**src/rtl/udsp2_if.sv**
```systemverilog
// udsp2 memory-side bus: instruction fetch port, two data read ports and
// the data write port. The core connects through the master modport and
// the memory system through the slave modport.
interface udsp2_if #(
    parameter int IAW  = 9,
    parameter int DAW  = 10,
    parameter int DWW  = 36,
    parameter int NACC = 4
);
    localparam int ACW = (NACC > 1) ? $clog2(NACC) : 1;
    localparam int IWW = 6 + ACW + 3 * DAW;

    logic [IAW-1:0] addrI;
    logic [IWW-1:0] dataI;
    logic [DAW-1:0] addrA;
    logic [DAW-1:0] addrB;
    logic [DWW-1:0] dataA;
    logic [DWW-1:0] dataB;
    logic [DAW-1:0] addrW;
    logic [DWW-1:0] dataW;
    logic           writeEn;

    modport master (
        output addrI, addrA, addrB, addrW, dataW, writeEn,
        input  dataI, dataA, dataB
    );

    modport slave (
        input  addrI, addrA, addrB, addrW, dataW, writeEn,
        output dataI, dataA, dataB
    );
endinterface

```
**src/rtl/udsp2.sv**
```systemverilog
// udsp2: four-stage (FETCH, READ, EXECUTE, WRITEBACK) multiply/accumulate
// core with NACC double-width accumulator banks and one-deep operand
// forwarding from WRITEBACK into EXECUTE.
// Optional feature: define UDSP2_SAT_EN to saturate MulAcc/MulSub results
// to the signed 2*DWW limits; otherwise they wrap.
module udsp2 #(
    parameter int IAW  = 9,
    parameter int DAW  = 10,
    parameter int DWW  = 36,
    parameter int NACC = 4
) (
    input  logic    clk,
    input  logic    reset_n,
    input  logic    start,
    output logic    running,
    output logic    done,
    udsp2_if.master bus
);
    localparam int ACW = (NACC > 1) ? $clog2(NACC) : 1;
    localparam int IWW = 6 + ACW + 3 * DAW;
    localparam int PW  = 2 * DWW;

    typedef enum logic [5:0] {
        OP_NOP    = 6'd0,
        OP_MUL    = 6'd1,
        OP_MULACC = 6'd2,
        OP_MULTOW = 6'd3,
        OP_ATOHI  = 6'd4,
        OP_ATOLO  = 6'd5,
        OP_HITOW  = 6'd6,
        OP_LOTOW  = 6'd7,
        OP_ATOW   = 6'd8,
        OP_MULSUB = 6'd9,
        OP_CLRACC = 6'd10,
        OP_HALT   = 6'd11
    } op_e;

    typedef enum logic [1:0] {
        S_IDLE,
        S_RUN,
        S_HALT
    } state_e;

    state_e state, state_nx;

    logic [IAW-1:0]        pc;
    logic                  rd_valid;   // word arriving on dataI was fetched while running
    logic [IWW-1:0]        ex_ir;
    logic signed [PW-1:0]  bank [NACC];

    logic [5:0]            ex_op;
    logic [ACW-1:0]        ex_acc;
    logic [DAW-1:0]        ex_rw, ex_ra, ex_rb;
    logic                  halt_ex;
    logic                  bank_ok;

    logic signed [DWW-1:0] op_a, op_b;
    logic signed [PW-1:0]  prod;
    logic signed [PW-1:0]  cur;
    logic signed [PW-1:0]  acc_res;
    logic                  is_sub;

    logic                  wr_en_nx;
    logic [DWW-1:0]        wr_data_nx;
    logic                  bank_we;
    logic signed [PW-1:0]  bank_nx;

    assign ex_op   = ex_ir[IWW-1 -: 6];
    assign ex_acc  = ex_ir[3*DAW +: ACW];
    assign ex_rw   = ex_ir[2*DAW +: DAW];
    assign ex_ra   = ex_ir[DAW +: DAW];
    assign ex_rb   = ex_ir[0 +: DAW];
    assign halt_ex = (ex_op == OP_HALT);
    assign bank_ok = (int'(ex_acc) < NACC);
    assign is_sub  = (ex_op == OP_MULSUB);

    assign bus.addrI = pc;
    assign bus.addrA = bus.dataI[DAW +: DAW];
    assign bus.addrB = bus.dataI[0 +: DAW];

    // Run-control state register
    always_ff @(posedge clk) begin
        if (!reset_n) state <= S_IDLE;
        else          state <= state_nx;
    end

    // Run-control next state and status outputs; start overrides Halt
    always_comb begin
        state_nx = state;
        running  = (state == S_RUN);
        done     = (state == S_HALT);
        if (start)
            state_nx = S_RUN;
        else if (state == S_RUN && halt_ex)
            state_nx = S_HALT;
    end

    // Operand selection with WRITEBACK forwarding, product and bank read
    always_comb begin
        op_a = (bus.writeEn && bus.addrW == ex_ra) ? bus.dataW : bus.dataA;
        op_b = (bus.writeEn && bus.addrW == ex_rb) ? bus.dataW : bus.dataB;
        prod = PW'(op_a) * PW'(op_b);
        cur  = bank_ok ? bank[ex_acc] : '0;
    end

`ifdef UDSP2_SAT_EN
    logic [PW:0] acc_wide;

    // Accumulate with clamping to the signed double-width limits
    always_comb begin
        if (is_sub) acc_wide = {cur[PW-1], cur} - {prod[PW-1], prod};
        else        acc_wide = {cur[PW-1], cur} + {prod[PW-1], prod};
        if (acc_wide[PW] != acc_wide[PW-1])
            acc_res = acc_wide[PW] ? {1'b1, {(PW-1){1'b0}}} : {1'b0, {(PW-1){1'b1}}};
        else
            acc_res = acc_wide[PW-1:0];
    end
`else
    // Accumulate modulo 2^(2*DWW)
    always_comb begin
        acc_res = is_sub ? (cur - prod) : (cur + prod);
    end
`endif

    // EXECUTE decode: next bank value and next write-port contents
    always_comb begin
        wr_en_nx   = 1'b0;
        wr_data_nx = '0;
        bank_we    = 1'b0;
        bank_nx    = cur;
        case (ex_op)
            OP_MUL: begin
                bank_we = bank_ok;
                bank_nx = prod;
            end
            OP_MULACC, OP_MULSUB: begin
                bank_we = bank_ok;
                bank_nx = acc_res;
            end
            OP_CLRACC: begin
                bank_we = bank_ok;
                bank_nx = '0;
            end
            OP_ATOHI: begin
                bank_we = bank_ok;
                bank_nx = {op_a, cur[DWW-1:0]};
            end
            OP_ATOLO: begin
                bank_we = bank_ok;
                bank_nx = {cur[PW-1:DWW], op_a};
            end
            OP_MULTOW: begin
                wr_en_nx   = 1'b1;
                wr_data_nx = prod[PW-1:DWW];
            end
            OP_HITOW: begin
                wr_en_nx   = bank_ok;
                wr_data_nx = cur[PW-1:DWW];
            end
            OP_LOTOW: begin
                wr_en_nx   = bank_ok;
                wr_data_nx = cur[DWW-1:0];
            end
            OP_ATOW: begin
                wr_en_nx   = 1'b1;
                wr_data_nx = op_a;
            end
            default: ;
        endcase
    end

    // Pipeline, PC, write port and accumulator bank registers
    always_ff @(posedge clk) begin
        if (!reset_n) begin
            pc          <= '0;
            rd_valid    <= 1'b0;
            ex_ir       <= '0;
            bus.writeEn <= 1'b0;
            bus.addrW   <= '0;
            bus.dataW   <= '0;
            for (int unsigned i = 0; i < NACC; i++) bank[i] <= '0;
        end else if (start) begin
            pc          <= '0;
            rd_valid    <= 1'b0;
            ex_ir       <= '0;
            bus.writeEn <= 1'b0;
            for (int unsigned i = 0; i < NACC; i++) bank[i] <= '0;
        end else begin
            if (running && !halt_ex) pc <= pc + 1'b1;
            rd_valid    <= running && !halt_ex;
            ex_ir       <= (rd_valid && !halt_ex) ? bus.dataI : '0;
            bus.writeEn <= wr_en_nx;
            bus.addrW   <= ex_rw;
            bus.dataW   <= wr_data_nx;
            if (bank_we) bank[ex_acc] <= bank_nx;
        end
    end
endmodule

```
**src/flat_wrapper.sv**
```systemverilog
// flat-port wrapper written by rule: the top's interface ports become plain ports
module udsp2_flat 
#(
    parameter int IAW  = 9,
    parameter int DAW  = 10,
    parameter int DWW  = 36,
    parameter int NACC = 4
)
  (clk, reset_n, start, running, done, bus_addrI, bus_addrA, bus_addrB, bus_addrW, bus_dataW, bus_writeEn, bus_dataI, bus_dataA, bus_dataB);
  udsp2_if #(.IAW(IAW), .DAW(DAW), .DWW(DWW), .NACC(NACC)) bus_i ();
  input  logic clk;
  input  logic reset_n;
  input  logic start;
  output logic running;
  output logic done;
  output wire logic [$bits(bus_i.addrI)-1:0] bus_addrI;
  output wire logic [$bits(bus_i.addrA)-1:0] bus_addrA;
  output wire logic [$bits(bus_i.addrB)-1:0] bus_addrB;
  output wire logic [$bits(bus_i.addrW)-1:0] bus_addrW;
  output wire logic [$bits(bus_i.dataW)-1:0] bus_dataW;
  output wire logic [$bits(bus_i.writeEn)-1:0] bus_writeEn;
  input wire logic [$bits(bus_i.dataI)-1:0] bus_dataI;
  input wire logic [$bits(bus_i.dataA)-1:0] bus_dataA;
  input wire logic [$bits(bus_i.dataB)-1:0] bus_dataB;
  assign bus_addrI = bus_i.addrI;
  assign bus_addrA = bus_i.addrA;
  assign bus_addrB = bus_i.addrB;
  assign bus_addrW = bus_i.addrW;
  assign bus_dataW = bus_i.dataW;
  assign bus_writeEn = bus_i.writeEn;
  assign bus_i.dataI = bus_dataI;
  assign bus_i.dataA = bus_dataA;
  assign bus_i.dataB = bus_dataB;
  udsp2 #(.IAW(IAW), .DAW(DAW), .DWW(DWW), .NACC(NACC)) u_core (.clk(clk), .reset_n(reset_n), .start(start), .running(running), .done(done), .bus(bus_i));
endmodule
```
**config.mk**
```make
export PLATFORM = sky130hd
export DESIGN_NAME = udsp2_flat
export DESIGN_NICKNAME = d
export VERILOG_FILES = /design/src/rtl/udsp2_if.sv /design/src/rtl/udsp2.sv /design/src/flat_wrapper.sv
export SDC_FILE = /design/constraint.sdc
export NUM_CORES = 2
export LEC_CHECK = 0
export ABC_CLOCK_PERIOD_IN_PS = 13900
export CAP_MARGIN = 20
export CORE_MARGIN = 4
export CORE_UTILIZATION = 40
export DETAILED_ROUTE_END_ITERATION = 8
export DONT_BUFFER_PORTS = 1
export PLACE_DENSITY_LB_ADDON = 0.1
export SYNTH_ARGS = -nofsm -noshare
export SYNTH_HDL_FRONTEND = slang
export SYNTH_SLANG_ARGS = --single-unit
```
**constraint.sdc**
```tcl
create_clock -name clk -period 13.9 [get_ports clk]
set_clock_uncertainty 0.2 [all_clocks]
set_input_delay 2.085 -clock clk [delete_from_list [all_inputs] [get_ports clk]]
set_output_delay 2.085 -clock clk [all_outputs]
set_load 0.1 [all_outputs]
```
==> impl_metrics.yaml <==
worst_setup_path:
  crit_arrival_ns: 13.54
  crit_type: "register to register"
  slowest_delay_ns: 0.57
  crit_path_end_kind: "register"
  path_buf_inv: 13
  critPathMaxFanout: 19
  critPathLaunchType: "register"
  crit_slowest_cell: "fa_1"
  cp_common_cell: "fa_1"
  crit_family: "adder cells"
  worstPathRequired_ns: 14.01
timing:
  rsz0062_at_grt: "yes"
  holdWs_ns: 0.286
  tightest_slew_ns: 1.15
  setup_viol: 0
  fmax_mhz: 74.5
  min_period_ns: 13.43
  slew_viol_final: 0
  fin_crit_sh: 0.966
  relSlewSlack: 0.232
  hold_violations: 0
finish:
  fillers: 17056
  drive_above_1_share: 0.130
  fin_area_um2: 78800
  layout_common_cells: "fa_1, inv_1, nor2_1, nand2_1, buf_4"
  area_growth_pct: 12.4
  final_common_cell: "fa_1"
  nets: 9573
cts:
  clk_path_buf_depth: 3
  cts_tree: "yes"
  clk_root_buffer_cell: "clkbuf_16"
  clkTransAtPathRegs_ns: 0.06
  htreeDepth: 2
  clk_latency_ns: 0.60
  clock-sinks: 385
  cts_made_buffers: 37
  holdBufCountCts: 0
yosys:
  syn_area_per_cell_um2: 9.31
  netlist_instances: 7528
  ys_ff_latch: 385
  ys_warn_count: 0
  synth_ff_type: "edfxtp_1"
  ys_async_sr_fraction: 0
  synth-seq-area-share: 0.151
  synth_edf_count: 288
  synthDistinctLibCells: 97
  syn_nets: 9313
  synth_area_um2: 70100
routing:
  ant_nets: 0
  drc: 0
  drt-total-wl_um: 284000
  drtPass1Iterations: 8
  wl_per_cell_um: 27.9
  dr_total_vias: 56518
  viasPerCell: 5.57
  drt_iter0_drc: 5438
floorplan:
  fp-row-count: 153
  ios: 191
  initial_core_util: 0.403
  core_area_um2: 174000
  die-height_um: 427
  die_w_um: 427
  die_area_um2: 182000
outcome:
  status: "completed"
global_routing:
  grt_pass1_wl_um: 418000
  grtUsageTotal: 0.315
  grt_overflow: 0
  antenna_found_initial: 11
  grt_pass1_vias: 59994
  grt_max_degree: 61
placed_design:
  place_congestion: 1.03
  port_buffers: 0
  dp_hpwl_um: 235000
  placed_area_um2: 77300
flow_run:
  max_cap_violations: 0
hold_path:
  hold_class: "register to register"
==> layout make-up <==
| class | instances | area [um^2] | share of cell area |
|---|---|---|---|
| inverters | 1359 | 5100 | 0.0648 |
| flip-flops and latches | 385 | 10600 | 0.135 |
| diodes | 8 | 20.0 | 0.000254 |
| repair buffers | 656 | 5630 | 0.0715 |
| well taps | 2325 | 2910 | 0.0369 |
| clock buffers | 49 | 1000 | 0.0128 |
| clock inverters | 19 | 149 | 0.00189 |
| multi-input cells | 5349 | 53300 | 0.677 |
==> stage by stage <==
stage / TNS, ns / setup slack (ns) / std cells / util
after global routing: -0.562 / -0.0656 / 10148 / 0.453
after floorplan: 0 / 0.00805 / 7528 / -
final: 0 / 0.469 / 10150 / 0.453
after global placement: -5.15 / -0.288 / 10062 / 0.444
after detailed placement: -1.71 / -0.183 / 10062 / 0.444
after CTS: 0 / 0.148 / 10130 / 0.451
==> final timing paths <==
path	start	endpoint	slack, ns	cells after the start
worst min register to register	u_core.ex_ir[22]	u_core.bus.addrW[2]	0.29	2
worst min-delay path	u_core.ex_ir[22]	u_core.bus.addrW[2]	0.29	2
worst max register to register	u_core.bus.addrW[0]	u_core.bank[0][65]	0.47	52
worst max-delay path	u_core.bus.addrW[0]	u_core.bank[0][65]	0.47	52
==> metal layers <==
metal,vias to the layer above,global-route usage,share of wire
met2,2391,0.504,0.46
met4,0,0.140,0.057
met5,-,0,0
li1,24325,-,-
met1,29324,0.427,0.41
met3,478,0.0462,0.075
==> synthesized netlist by cell type (all sizes together), types with 15 or more instances <==
library cell	number	area (um^2)
a21oi	222	1140
a21boi	15	113
o31ai	16	130
a22o	36	315
nand3	43	215
dfxtp	97	1940
o21ai	191	967
ha	292	3650
clkbuf	355	1330
and3	26	163
a221oi	41	359
nor2	966	3630
and2	70	440
a222oi	49	490
mux2i	91	911
o221ai	24	210
nand4	69	444
nand2	850	3190
buf	80	417
fa	1380	27600
mux4	72	1620
mux2	69	777
edfxtp	288	8650
nor3	105	526
nor2b	71	444
inv	1358	5100
a221o	17	170
a21o	72	541
a31oi	41	257
o211ai	23	173
or2	18	113
nand2b	31	194
o21a	35	263
nor4	25	178
xor2	81	709
o21bai	27	214
xnor2	139	1220
==> state kept, by name (all words and copies together) (netlist names) <==
signal / count
u_core.bank: 288
u_core.ex_ir: 38
u_core.bus.dataW: 36
u_core.bus.addrW: 10
u_core.bus.addrI: 9
u_core.state: 2
u_core.bus.writeEn: 1
u_core.rd_valid: 1
==> worst reg2reg max path, delay by kind of cell (launching register included) <==
kind	cells	cell delay, ns
buf+inv	13	1.99
fa+ha+maj	10	4.89
flops	1	0.34
xor+xnor	2	0.39
compound gates	12	2.65
simple gates	14	2.43
mux	1	0.30
==> what timing repair did <==
| item | 4_1_cts | 5_1_grt |
|---|---|---|
| buffers inserted | 0 | 10 |
| setup endpoints to repair | 0 | 65 |
| resized for setup | 0 | 36 |
==> cells by family after synthesis <==
logic type      synth area share
compound gates            0.0892
fa+ha+maj                  0.446
simple gates               0.141
flops                      0.151
buf+inv                   0.0977
xor+xnor                  0.0275
mux                       0.0472
Power is left out: the tool's default activity adds up to more than one toggle a clock period on the data nets, which glitch-free logic cannot reach.
